<file path="src/rtl/hdb3_pkg.sv">
// Shared HDB3 encoder definitions: symbol codes from the B-insertion stage and line polarity.
package hdb3_pkg;

    typedef enum logic [1:0] {
        SYM_ZERO = 2'b00,
        SYM_ONE  = 2'b01,
        SYM_B    = 2'b10,
        SYM_V    = 2'b11
    } sym_t;

    typedef enum logic {
        POL_NEG = 1'b0,
        POL_POS = 1'b1
    } pol_t;

    localparam int DSV_W_DEFAULT     = 5;
    localparam int DSV_LIMIT_DEFAULT = 3;

endpackage

</file>
<file path="src/rtl/hdb3_dsv_mon.sv">
// Running digital-sum monitor: saturating signed counter of line pulses with a sticky
// out-of-bound flag. Only instantiated when HDB3_DSV_MON_EN is defined.
module hdb3_dsv_mon
    import hdb3_pkg::*;
#(
    parameter int DSV_W     = DSV_W_DEFAULT,
    parameter int DSV_LIMIT = DSV_LIMIT_DEFAULT
) (
    input  logic                    clk,
    input  logic                    rst_n,
    input  logic                    pos_pulse,
    input  logic                    neg_pulse,
    input  logic                    err_clr,
    output logic signed [DSV_W-1:0] dsv,
    output logic                    dsv_err
);

    localparam logic signed [DSV_W-1:0] DSV_MAX = {1'b0, {(DSV_W-1){1'b1}}};
    localparam logic signed [DSV_W-1:0] DSV_MIN = {1'b1, {(DSV_W-1){1'b0}}};
    localparam logic signed [DSV_W-1:0] ONE     = DSV_W'(1);
    localparam logic signed [DSV_W-1:0] LIM_HI  = DSV_W'(DSV_LIMIT);
    localparam logic signed [DSV_W-1:0] LIM_LO  = -LIM_HI;

    logic signed [DSV_W-1:0] dsv_reg, dsv_next;
    logic                    dsv_err_reg, dsv_err_next;
    logic                    over;

    // The bound is judged on the value being loaded so the flag rises with dsv itself.
    always_comb begin
        dsv_next = dsv_reg;
        if (pos_pulse && (dsv_reg != DSV_MAX)) begin
            dsv_next = dsv_reg + ONE;
        end else if (neg_pulse && (dsv_reg != DSV_MIN)) begin
            dsv_next = dsv_reg - ONE;
        end
        over         = (dsv_next > LIM_HI) || (dsv_next < LIM_LO);
        dsv_err_next = over | (dsv_err_reg & ~err_clr);
    end

    always_ff @(posedge clk) begin
        if (!rst_n) begin
            dsv_reg     <= '0;
            dsv_err_reg <= 1'b0;
        end else begin
            dsv_reg     <= dsv_next;
            dsv_err_reg <= dsv_err_next;
        end
    end

    assign dsv     = dsv_reg;
    assign dsv_err = dsv_err_reg;

endmodule

</file>
<file path="src/rtl/hdb3_polarity_map.sv">
// HDB3 final stage: maps 0/1/V/B symbols onto pos/neg rails, flags same-polarity V pairs.
// Optional running DSV monitor enabled by defining HDB3_DSV_MON_EN.
module hdb3_polarity_map
    import hdb3_pkg::*;
#(
    parameter int DSV_W     = DSV_W_DEFAULT,
    parameter int DSV_LIMIT = DSV_LIMIT_DEFAULT
) (
    input  logic                    clk,
    input  logic                    rst_n,
    input  logic [1:0]              sym_in,
    input  logic                    sym_valid,
    input  logic                    err_clr,
    output logic                    pos_out,
    output logic                    neg_out,
    output logic                    out_valid,
    output logic                    v_err,
    output logic                    dsv_err,
    output logic signed [DSV_W-1:0] dsv
);

    if (DSV_LIMIT < 1 || DSV_LIMIT >= 2 ** (DSV_W - 1)) begin : g_bad_cfg
        $error("hdb3_polarity_map: DSV_LIMIT out of range for DSV_W");
    end

    sym_t sym;
    pol_t last_pol_reg, last_pol_next;
    pol_t last_v_pol_reg, last_v_pol_next;
    pol_t pol;
    logic first_v_reg, first_v_next;
    logic pos_reg, pos_next, neg_reg, neg_next;
    logic out_valid_reg, v_err_reg, v_err_next;
    logic pulse, v_hit;

    assign sym = sym_t'(sym_in);

    always_comb begin
        last_pol_next   = last_pol_reg;
        last_v_pol_next = last_v_pol_reg;
        first_v_next    = first_v_reg;
        pol             = last_pol_reg;
        pulse           = 1'b0;
        v_hit           = 1'b0;
        if (sym_valid) begin
            case (sym)
                SYM_ONE, SYM_B: begin
                    pol           = pol_t'(~last_pol_reg);
                    last_pol_next = pol;
                    pulse         = 1'b1;
                end
                // A violation repeats the previous mark polarity.
                SYM_V: begin
                    pulse           = 1'b1;
                    v_hit           = !first_v_reg && (pol == last_v_pol_reg);
                    last_v_pol_next = pol;
                    first_v_next    = 1'b0;
                end
                default: ;
            endcase
        end
        pos_next   = pulse && (pol == POL_POS);
        neg_next   = pulse && (pol == POL_NEG);
        v_err_next = v_hit | (v_err_reg & ~err_clr);
    end

    always_ff @(posedge clk) begin
        if (!rst_n) begin
            last_pol_reg   <= POL_NEG;
            last_v_pol_reg <= POL_NEG;
            first_v_reg    <= 1'b1;
            pos_reg        <= 1'b0;
            neg_reg        <= 1'b0;
            out_valid_reg  <= 1'b0;
            v_err_reg      <= 1'b0;
        end else begin
            last_pol_reg   <= last_pol_next;
            last_v_pol_reg <= last_v_pol_next;
            first_v_reg    <= first_v_next;
            pos_reg        <= pos_next;
            neg_reg        <= neg_next;
            out_valid_reg  <= sym_valid;
            v_err_reg      <= v_err_next;
        end
    end

    assign pos_out   = pos_reg;
    assign neg_out   = neg_reg;
    assign out_valid = out_valid_reg;
    assign v_err     = v_err_reg;

`ifdef HDB3_DSV_MON_EN
    hdb3_dsv_mon #(
        .DSV_W     (DSV_W),
        .DSV_LIMIT (DSV_LIMIT)
    ) u_dsv_mon (
        .clk       (clk),
        .rst_n     (rst_n),
        .pos_pulse (pos_next),
        .neg_pulse (neg_next),
        .err_clr   (err_clr),
        .dsv       (dsv),
        .dsv_err   (dsv_err)
    );
`else
    assign dsv     = '0;
    assign dsv_err = 1'b0;
`endif

endmodule

</file>
<file path="config.mk">
export PLATFORM = sky130hd
export DESIGN_NAME = hdb3_polarity_map
export DESIGN_NICKNAME = d
export VERILOG_FILES = /design/src/rtl/hdb3_pkg.sv /design/src/rtl/hdb3_dsv_mon.sv /design/src/rtl/hdb3_polarity_map.sv
export SDC_FILE = /design/constraint.sdc
export NUM_CORES = 1
export LEC_CHECK = 0
export BUFFER_PORTS_ARGS = -buffer_cell sky130_fd_sc_hd__buf_4
export CELL_PAD_IN_SITES_DETAIL_PLACEMENT = 0
export CELL_PAD_IN_SITES_GLOBAL_PLACEMENT = 1
export CORE_AREA = 2 2 39 41
export CTS_BUF_LIST = sky130_fd_sc_hd__clkbuf_8
export CTS_CLUSTER_DIAMETER = 50
export CTS_CLUSTER_SIZE = 16
export DETAILED_ROUTE_END_ITERATION = 6
export DIE_AREA = 0 0 41 43
export PLACE_DENSITY_LB_ADDON = 0.25
export SLEW_MARGIN = 20
export SYNTH_ARGS = -nofsm -noshare
export SYNTH_HDL_FRONTEND = slang
export SYNTH_SLANG_ARGS = --single-unit
</file>
<file path="constraint.sdc">
create_clock -name clk -period 1.7 [get_ports clk]
set_clock_uncertainty 0.2 [all_clocks]
set_input_delay 0.51 -clock clk [delete_from_list [all_inputs] [get_ports clk]]
set_output_delay 0.51 -clock clk [all_outputs]
set_load 0.05 [all_outputs]
</file>
==> results of run 1 <==
==> placed cells by master (no fill, tap or decap), drive strengths merged <==
| cell | instances |
|---|---|
| inv | 6 |
| dfxtp | 7 |
| nand3 | 1 |
| a21o | 1 |
| a21oi | 2 |
| xnor2 | 1 |
| nand2 | 2 |
| o41ai | 1 |
| nand3b | 2 |
| xor2 | 1 |
| nor3 | 1 |
| ha | 2 |
| a21bo | 2 |
| conb | 6 |
| nor3b | 1 |
| clkbuf | 3 |
| buf | 9 |
==> per-layer routing <==
| metal | GRT usage [%] | part of all wire (%) |
|---|---|---|
| met5 | 0 | 0 |
| met4 | 2.000 | 0 |
| met2 | 8.750 | 41 |
| met1 | 10.39 | 45 |
| met3 | 7.853 | 13 |
==> stage by stage <==
step / power, mW / setup WS, ns / hold slack (ns)
floorplan: 0.2607 / 0.2496 / 0.2404
global placement: 0.2731 / 0.08714 / 0.2690
detailed placement: 0.2732 / 0.08215 / 0.2607
CTS: 0.4991 / 0.2435 / 0.2717
global route: 0.5189 / 0.2190 / 0.2874
finish: 0.4910 / 0.2509 / 0.2657
==> worst max-delay path by stage <==
stage | from | endpoint | slack, ns | cells past startpoint
5_1_grt | v_err | v_err | 0.22 | 1
3_3_place_gp | sym_in[0] | neg_out | 0.09 | 5
2_1_floorplan | sym_in[0] | neg_out | 0.25 | 4
4_1_cts | v_err | v_err | 0.24 | 1
3_5_place_dp | sym_in[0] | neg_out | 0.08 | 5
6_report | v_err | v_err | 0.25 | 1
==> cell families after synthesis <==
group,synth area share [%]
compound gates,15.53
xor+xnor,5.055
fa+ha+maj,7.219
buf+inv,18.41
flops,40.43
other cells,1.082
simple gates,12.27
==> area by class of cell <==
cell class	count	area, um^2	area share [%]
Sequential cell	7	140.1	30.94
Clock inverter	1	3.754	0.8287
Tap cell	16	20.02	4.420
Inverter	5	18.77	4.144
Clock buffer	3	41.29	9.116
Timing Repair Buffer	9	67.56	14.92
Multi-Input combinational cell	23	161.4	35.64
==> where the power goes <==
group	switching (mW)	leakage, nW	internal [mW]
Combinational	0.0639	0.147	0.0280
Clock	0.0654	0.0269	0.155
Sequential	0.00492	0.0573	0.173
==> worst reg2reg max path: stages (launching register included) <==
cell     delay (ns)
dfxtp_1        0.40
xnor2_1        0.15
nor3b_1        0.20
==> flow_summary_export.csv, run 1 <==
group,metric,value,unit
synthesis,yosysMostFrequentCell,"dfxtp_1",
clock_network,holdBufCountCts,0,
pwr,peakVddDrop,0.5774,mV
setup_path,cp_max_fo,2,
floorplan,die_area,1763,um^2
cells_and_area,antenna_cells,0,
synthesis,synthCells,36,
clock_network,cts.clk_slew.worst_paths,0.04,ns
global_routing,grt_pass1_vias,212,
drt,ant_nets,0,
synthesis,synth-seq-area-share,40.43,%
cells_and_area,synthToLayoutAreaGrowth,30.69,%
drt,wirelength,517,um
floorplan,coreArea,1384,um^2
placed_design,dpl.cell_count,60,
hold_path,min_to,"v_err",
outcome,status,"completed",
timing,grt_setup_unrepaired,"false",
clock_network,clock-sinks,7,
synthesis,synth_area_leaders,"dfxtp_1 40%, buf_4 13%, ha_1 7.2%, a21bo_2 5.8%, inv_1 5.4%",
run,cap_violations,0,
drt,drtIter0Drc,1,
setup_path,timing.rr.start,"last_pol_reg",
setup_path,rrSetupSlack,0.67,ns
floorplan,rows,14,
synthesis,synth_edf_count,0,
synthesis,netlist.area_leader.share,40.43,%
clock_network,cts_buffers,3,
synthesis,synth_common_cells,"7 x dfxtp_1, 6 x buf_4, 5 x inv_1",
clock_network,clkLatencyLatePin,0.22,ns
placed_design,dpl_cell_area,407.9,um^2
setup_path,path_delay_family,"flip-flops",
synthesis,synth_ff_type,"dfxtp_1",
floorplan,io_pins,16,
global_routing,gr-total-overflow,0,
timing,period_share,85.24,%
hold_path,hold_depth,1,
cells_and_area,stdcell_count,64,
global_routing,grt_usage,7.855,%
setup_path,crit_chain,"buf_4",
setup_path,cp.arrival,0.74,ns
timing,report.final.slew_viol_count,0,
floorplan,fp.dieH,43,um
floorplan,start_util,25.05,%
cells_and_area,finish.utilization,32.73,%
clock_network,cts_tree,"built",
drt,wl_per_cell,8.078,um
synthesis,yosys.area.top_type,"dfxtp_1",
timing,period_minus_slack,1.449,ns
hold_path,worstHoldStart,"first_v_reg",
synthesis,ys_ff_latch,7,
global_routing,grt_max_degree,7,
global_routing,grt_pass1_wl,862,um
setup_path,cpPeakStageDelay,0.32,ns
setup_path,crit_path_top_delay_cell,"dfxtp_1",
clock_network,post_cts_buffers,0,
setup_path,crit_buf_inv,1,
synthesis,synth_cell_types,17,
timing,setup_violations,0,
timing,tns,0,ns
placed_design,port_buffers,9,
placed_design,gp_congestion,0.6511,
clock_network,htree_levels,1,
synthesis,syn-cell-area,346.6,um^2
setup_path,timing.rr.end,"neg_out",
hold_path,hold_path.class,"reg -> reg",
setup_path,worstSetupStartpointType,"register",
cells_and_area,num-fill-cells,154,
clock_network,clockRootBuffer,"clkbuf_8",
drt,avgViaCountPerCell,3.813,
pwr,power.density,1084,nW/um^2
setup_path,rr_worst_depth,2,
cells_and_area,nets,57,
clock_network,clk_path_buf_depth,2,
setup_path,crit_required,0.99,ns
synthesis,async_reset_ff_share,0,%
setup_path,criticalPathCategory,"reg -> out",
synthesis,yosysWarnings,0,
global_routing,antenna_found_initial,0,
drt,drcViolationCount,0,
cells_and_area,stdcell_area,452.9,um^2
floorplan,die_width,41,um
placed_design,hpwl,406.4,um
synthesis,syn_area_per_cell,9.627,um^2
setup_path,end_kind,"output pin",
clock_network,postCtsResizedCells,0,
drt,dr.pass1.iters,2,
drt,via_count,244,
cells_and_area,final_layout_size_suffix_gt1_share,33.33,%
pwr,leakage,0.2314,nW
timing,max_freq,690.1,MHz
timing,hold_viol,0,
No activity file was read; power rests on OpenSTA's default activity.
==> inputs of run 2 (changes only) <==
RECOVER_POWER = 25   (was not set)
==> flow_summary_export.csv, run 2 (same netlist as run 1, synthesis figures left out) <==
group,metric,value,unit
outcome,status,"completed",
placed_design,dpl_cell_area,407.9,um^2
setup_path,path_delay_family,"flip-flops",
drt,avgViaCountPerCell,3.781,
timing,period_share,85.22,%
clock_network,cts_buffers,3,
cells_and_area,num-fill-cells,155,
floorplan,start_util,25.05,%
timing,layout_setup_ws,0.2513,ns
pwr,peakVddDrop,0.5769,mV
global_routing,grt_max_degree,7,
cells_and_area,synthToLayoutAreaGrowth,29.96,%
timing,setup_violations,0,
drt,ant_nets,0,
drt,dr.pass1.iters,2,
cells_and_area,finish.utilization,32.55,%
global_routing,grt_usage,7.855,%
setup_path,cp.arrival,0.74,ns
setup_path,timing.rr.start,"last_pol_reg",
global_routing,grt_pass1_wl,862,um
setup_path,crit_chain,"buf_4",
placed_design,gp_congestion,0.6511,
cells_and_area,antenna_cells,0,
timing,period_minus_slack,1.449,ns
placed_design,dpl.cell_count,60,
hold_path,min_to,"v_err",
clock_network,htree_levels,1,
floorplan,die_width,41,um
timing,grt_setup_unrepaired,"false",
floorplan,fp.dieH,43,um
setup_path,criticalPathCategory,"reg -> out",
placed_design,hpwl,406.4,um
clock_network,cts_tree,"built",
setup_path,cp_max_fo,2,
setup_path,timing.rr.end,"neg_out",
placed_design,place_ws,0.08215,ns
setup_path,crit_required,0.99,ns
clock_network,clk_path_buf_depth,2,
hold_path,hold_path.class,"reg -> reg",
cells_and_area,final_cell_mix,"8 x buf_4, 7 x dfxtp_1, 6 x inv_1, 6 x conb_1, 3 x clkbuf_8",
placed_design,port_buffers,9,
floorplan,rows,14,
run,cap_violations,0,
cells_and_area,stdcell_count,64,
setup_path,rr_worst_depth,2,
global_routing,antenna_found_initial,0,
setup_path,cpPeakStageDelay,0.32,ns
setup_path,rrSetupSlack,0.67,ns
global_routing,gr-total-overflow,0,
hold_path,worstHoldStart,"first_v_reg",
cells_and_area,nets,57,
cells_and_area,final_layout_size_suffix_gt1_share,31.25,%
cells_and_area,mostFrequentLayoutCell,"buf_4",
timing,max_freq,690.3,MHz
timing,hold_viol,0,
setup_path,worstSetupStartpointType,"register",
floorplan,coreArea,1384,um^2
clock_network,clockRootBuffer,"clkbuf_8",
clock_network,cts.clk_slew.worst_paths,0.04,ns
setup_path,crit_path_top_delay_cell,"dfxtp_1",
drt,drcViolationCount,0,
clock_network,holdBufCountCts,0,
hold_path,hold_depth,1,
drt,wl_per_cell,8.125,um
drt,via_count,242,
pwr,p_total,490.0,uW
clock_network,clock-sinks,7,
clock_network,clkLatencyLatePin,0.22,ns
drt,wirelength,520,um
timing,report.final.slew_viol_count,0,
timing,whs,0.2657,ns
setup_path,end_kind,"output pin",
timing,tns,0,ns
drt,drtIter0Drc,1,
floorplan,die_area,1763,um^2
clock_network,post_cts_buffers,0,
floorplan,io_pins,16,
pwr,power.density,1088,nW/um^2
pwr,leakage,0.2309,nW
global_routing,grt_pass1_vias,212,
cells_and_area,stdcell_area,450.4,um^2
clock_network,postCtsResizedCells,0,
setup_path,crit_buf_inv,1,
==> run 2: cell types whose count changed in the layout (fill, tap and decap cells not counted) <==
cell,before,now
nand2_1,1,2
buf_4,9,8
nand2_2,1,0
clkbuf_4,0,1
==> run 2: report_power, final <==
group	internal, mW	total, mW	switching, mW
logic	0.0276	0.0912	0.0635
registers	0.173	0.178	0.00492
clock network	0.155	0.221	0.0652
==> run 2: how the worst max path moves through the flow <==
stage,from,endpoint,slack [ns],depth (start not counted)
global route,v_err,v_err,0.22,1
floorplan,sym_in[0],neg_out,0.25,4
global placement,sym_in[0],neg_out,0.09,5
finish,v_err,v_err,0.25,1
CTS,v_err,v_err,0.24,1
detailed placement,sym_in[0],neg_out,0.08,5
==> run 2: final cells by class <==
class	count	area, um^2	area share, %
clock buffers	3	41.29	9.167
inverters	5	18.77	4.167
multi-input cells	23	158.9	35.28
flip-flops and latches	7	140.1	31.11
repair buffers	9	67.56	15.00
well taps	16	20.02	4.444
clock inverters	1	3.754	0.8333
==> run 2: worst register-to-register path: cells and delay by family (launching register included) <==
| kind | cells | cell delay [ns] |
|---|---|---|
| flops | 1 | 0.40 |
| simple gates | 1 | 0.20 |
| xor+xnor | 1 | 0.15 |
==> run 2: metal layers <==
layer	part of all wire [%]	global-route usage [%]	vias to the layer above	wire [um]
met4	0	2.000	0	0
met2	42	8.750	11	216
met1	45	10.39	104	234
li1	-	-	127	-
met5	0	0	-	0
met3	13	7.853	0	69
==> inputs of run 3 (changes only) <==
GPL_TIMING_DRIVEN = 0   (was not set)
==> flow_summary_export.csv, run 3 (same netlist as run 1, synthesis figures left out) <==
group,metric,value,unit
outcome,status,"completed",
timing,tns,0,ns
setup_path,cp.arrival,0.74,ns
drt,drcViolationCount,0,
cells_and_area,synthToLayoutAreaGrowth,41.88,%
clock_network,cts_buffers,3,
setup_path,timing.rr.end,"neg_out",
timing,whs,0.2716,ns
setup_path,crit_required,0.99,ns
clock_network,post_cts_buffers,0,
floorplan,start_util,25.05,%
pwr,combPwrFrac,20.2,%
cells_and_area,final_cell_mix,"14 x buf_4, 7 x dfxtp_1, 6 x inv_1, 6 x conb_1, 3 x clkbuf_8",
drt,wl_per_cell,7.457,um
global_routing,grt_usage,8.048,%
clock_network,cts.clk_slew.worst_paths,0.04,ns
setup_path,crit_chain,"buf_4",
global_routing,grt_max_degree,7,
timing,max_freq,692.0,MHz
timing,layout_setup_ws,0.2549,ns
hold_path,worstHoldStart,"first_v_reg",
timing,period_share,85.01,%
setup_path,timing.rr.start,"last_pol_reg",
global_routing,antenna_found_initial,0,
placed_design,dpl.cell_count,66,
cells_and_area,stdcell_count,70,
global_routing,grt_pass1_wl,869,um
clock_network,htree_levels,1,
placed_design,place_ws,0.09154,ns
floorplan,coreArea,1384,um^2
drt,wirelength,522,um
pwr,peakVddDrop,0.6554,mV
cells_and_area,final_layout_size_suffix_gt1_share,37.04,%
clock_network,clk_path_buf_depth,2,
hold_path,hold_depth,1,
setup_path,rr_worst_depth,2,
pwr,p_clk_share,44.3,%
clock_network,clock-sinks,7,
global_routing,grt_pass1_vias,217,
timing,setup_violations,0,
cells_and_area,finish.utilization,35.53,%
drt,avgViaCountPerCell,3.786,
clock_network,clockRootBuffer,"clkbuf_8",
setup_path,path_delay_family,"flip-flops",
timing,period_minus_slack,1.445,ns
pwr,power_frac_seq,35.5,%
drt,drtIter0Drc,2,
floorplan,rows,14,
timing,report.final.slew_viol_count,0,
hold_path,hold_path.class,"reg -> reg",
placed_design,hpwl,420.1,um
pwr,switching_power,136.2,uW
pwr,switching_share,27.17,%
drt,via_count,265,
setup_path,rrSetupSlack,0.69,ns
setup_path,criticalPathCategory,"reg -> out",
timing,hold_viol,0,
setup_path,end_kind,"output pin",
pwr,internal-power,365.1,uW
clock_network,cts_tree,"built",
setup_path,worstSetupStartpointType,"register",
setup_path,crit_path_top_delay_cell,"dfxtp_1",
setup_path,cpPeakStageDelay,0.32,ns
clock_network,clkLatencyLatePin,0.22,ns
timing,grt_setup_unrepaired,"false",
setup_path,cp_max_fo,2,
drt,ant_nets,0,
cells_and_area,mostFrequentLayoutCell,"buf_4",
floorplan,die_area,1763,um^2
placed_design,port_buffers,9,
floorplan,fp.dieH,43,um
run,cap_violations,0,
floorplan,die_width,41,um
pwr,leakage,0.2602,nW
hold_path,min_to,"v_err",
cells_and_area,nets,63,
placed_design,gp_congestion,0.6544,
floorplan,io_pins,16,
clock_network,postCtsResizedCells,0,
cells_and_area,antenna_cells,0,
drt,dr.pass1.iters,2,
global_routing,gr-total-overflow,0,
pwr,power.density,1020,nW/um^2
setup_path,crit_buf_inv,1,
clock_network,holdBufCountCts,0,
-- run 3: worst max-delay path by stage --
stage	startpoint	to	depth (start not counted)
2_1_floorplan	sym_in[0]	neg_out	4
3_3_place_gp	sym_in[0]	neg_out	5
3_5_place_dp	sym_in[0]	neg_out	5
4_1_cts	v_err	v_err	1
5_1_grt	v_err	v_err	1
6_report	v_err	v_err	1
-- run 3: power groups by stage --
stage | Clock, mW | Combinational, mW | Sequential [mW]
floorplan | 0 | 0.0651 | 0.196
global placement | 0 | 0.103 | 0.181
detailed placement | 0 | 0.103 | 0.181
CTS | 0.231 | 0.103 | 0.178
global route | 0.245 | 0.109 | 0.179
finish | 0.222 | 0.101 | 0.178
-- run 3: final cells by class --
type,count,area (um^2)
Sequential cell,7,140.1
Buffer,6,45.04
Clock buffer,3,41.29
Timing Repair Buffer,9,63.81
Clock inverter,1,3.754
Inverter,5,18.77
Tap cell,16,20.02
Multi-Input combinational cell,23,158.9
Fill cell,148,892.1
-- run 3: through the flow --
stage	power [mW]	instance area (um^2)
3_3_place_gp	0.2839	452.9
5_1_grt	0.5330	491.7
3_5_place_dp	0.2841	452.9
2_1_floorplan	0.2607	365.4
4_1_cts	0.5128	498.0
6_report	0.5014	491.7
-- run 3: routing by layer --
metal / GRT usage, % / part of all wire [%]
met1: 9.709 / 47
met2: 9.063 / 41
met3: 9.424 / 12
met4: 2.000 / 0
met5: 0 / 0
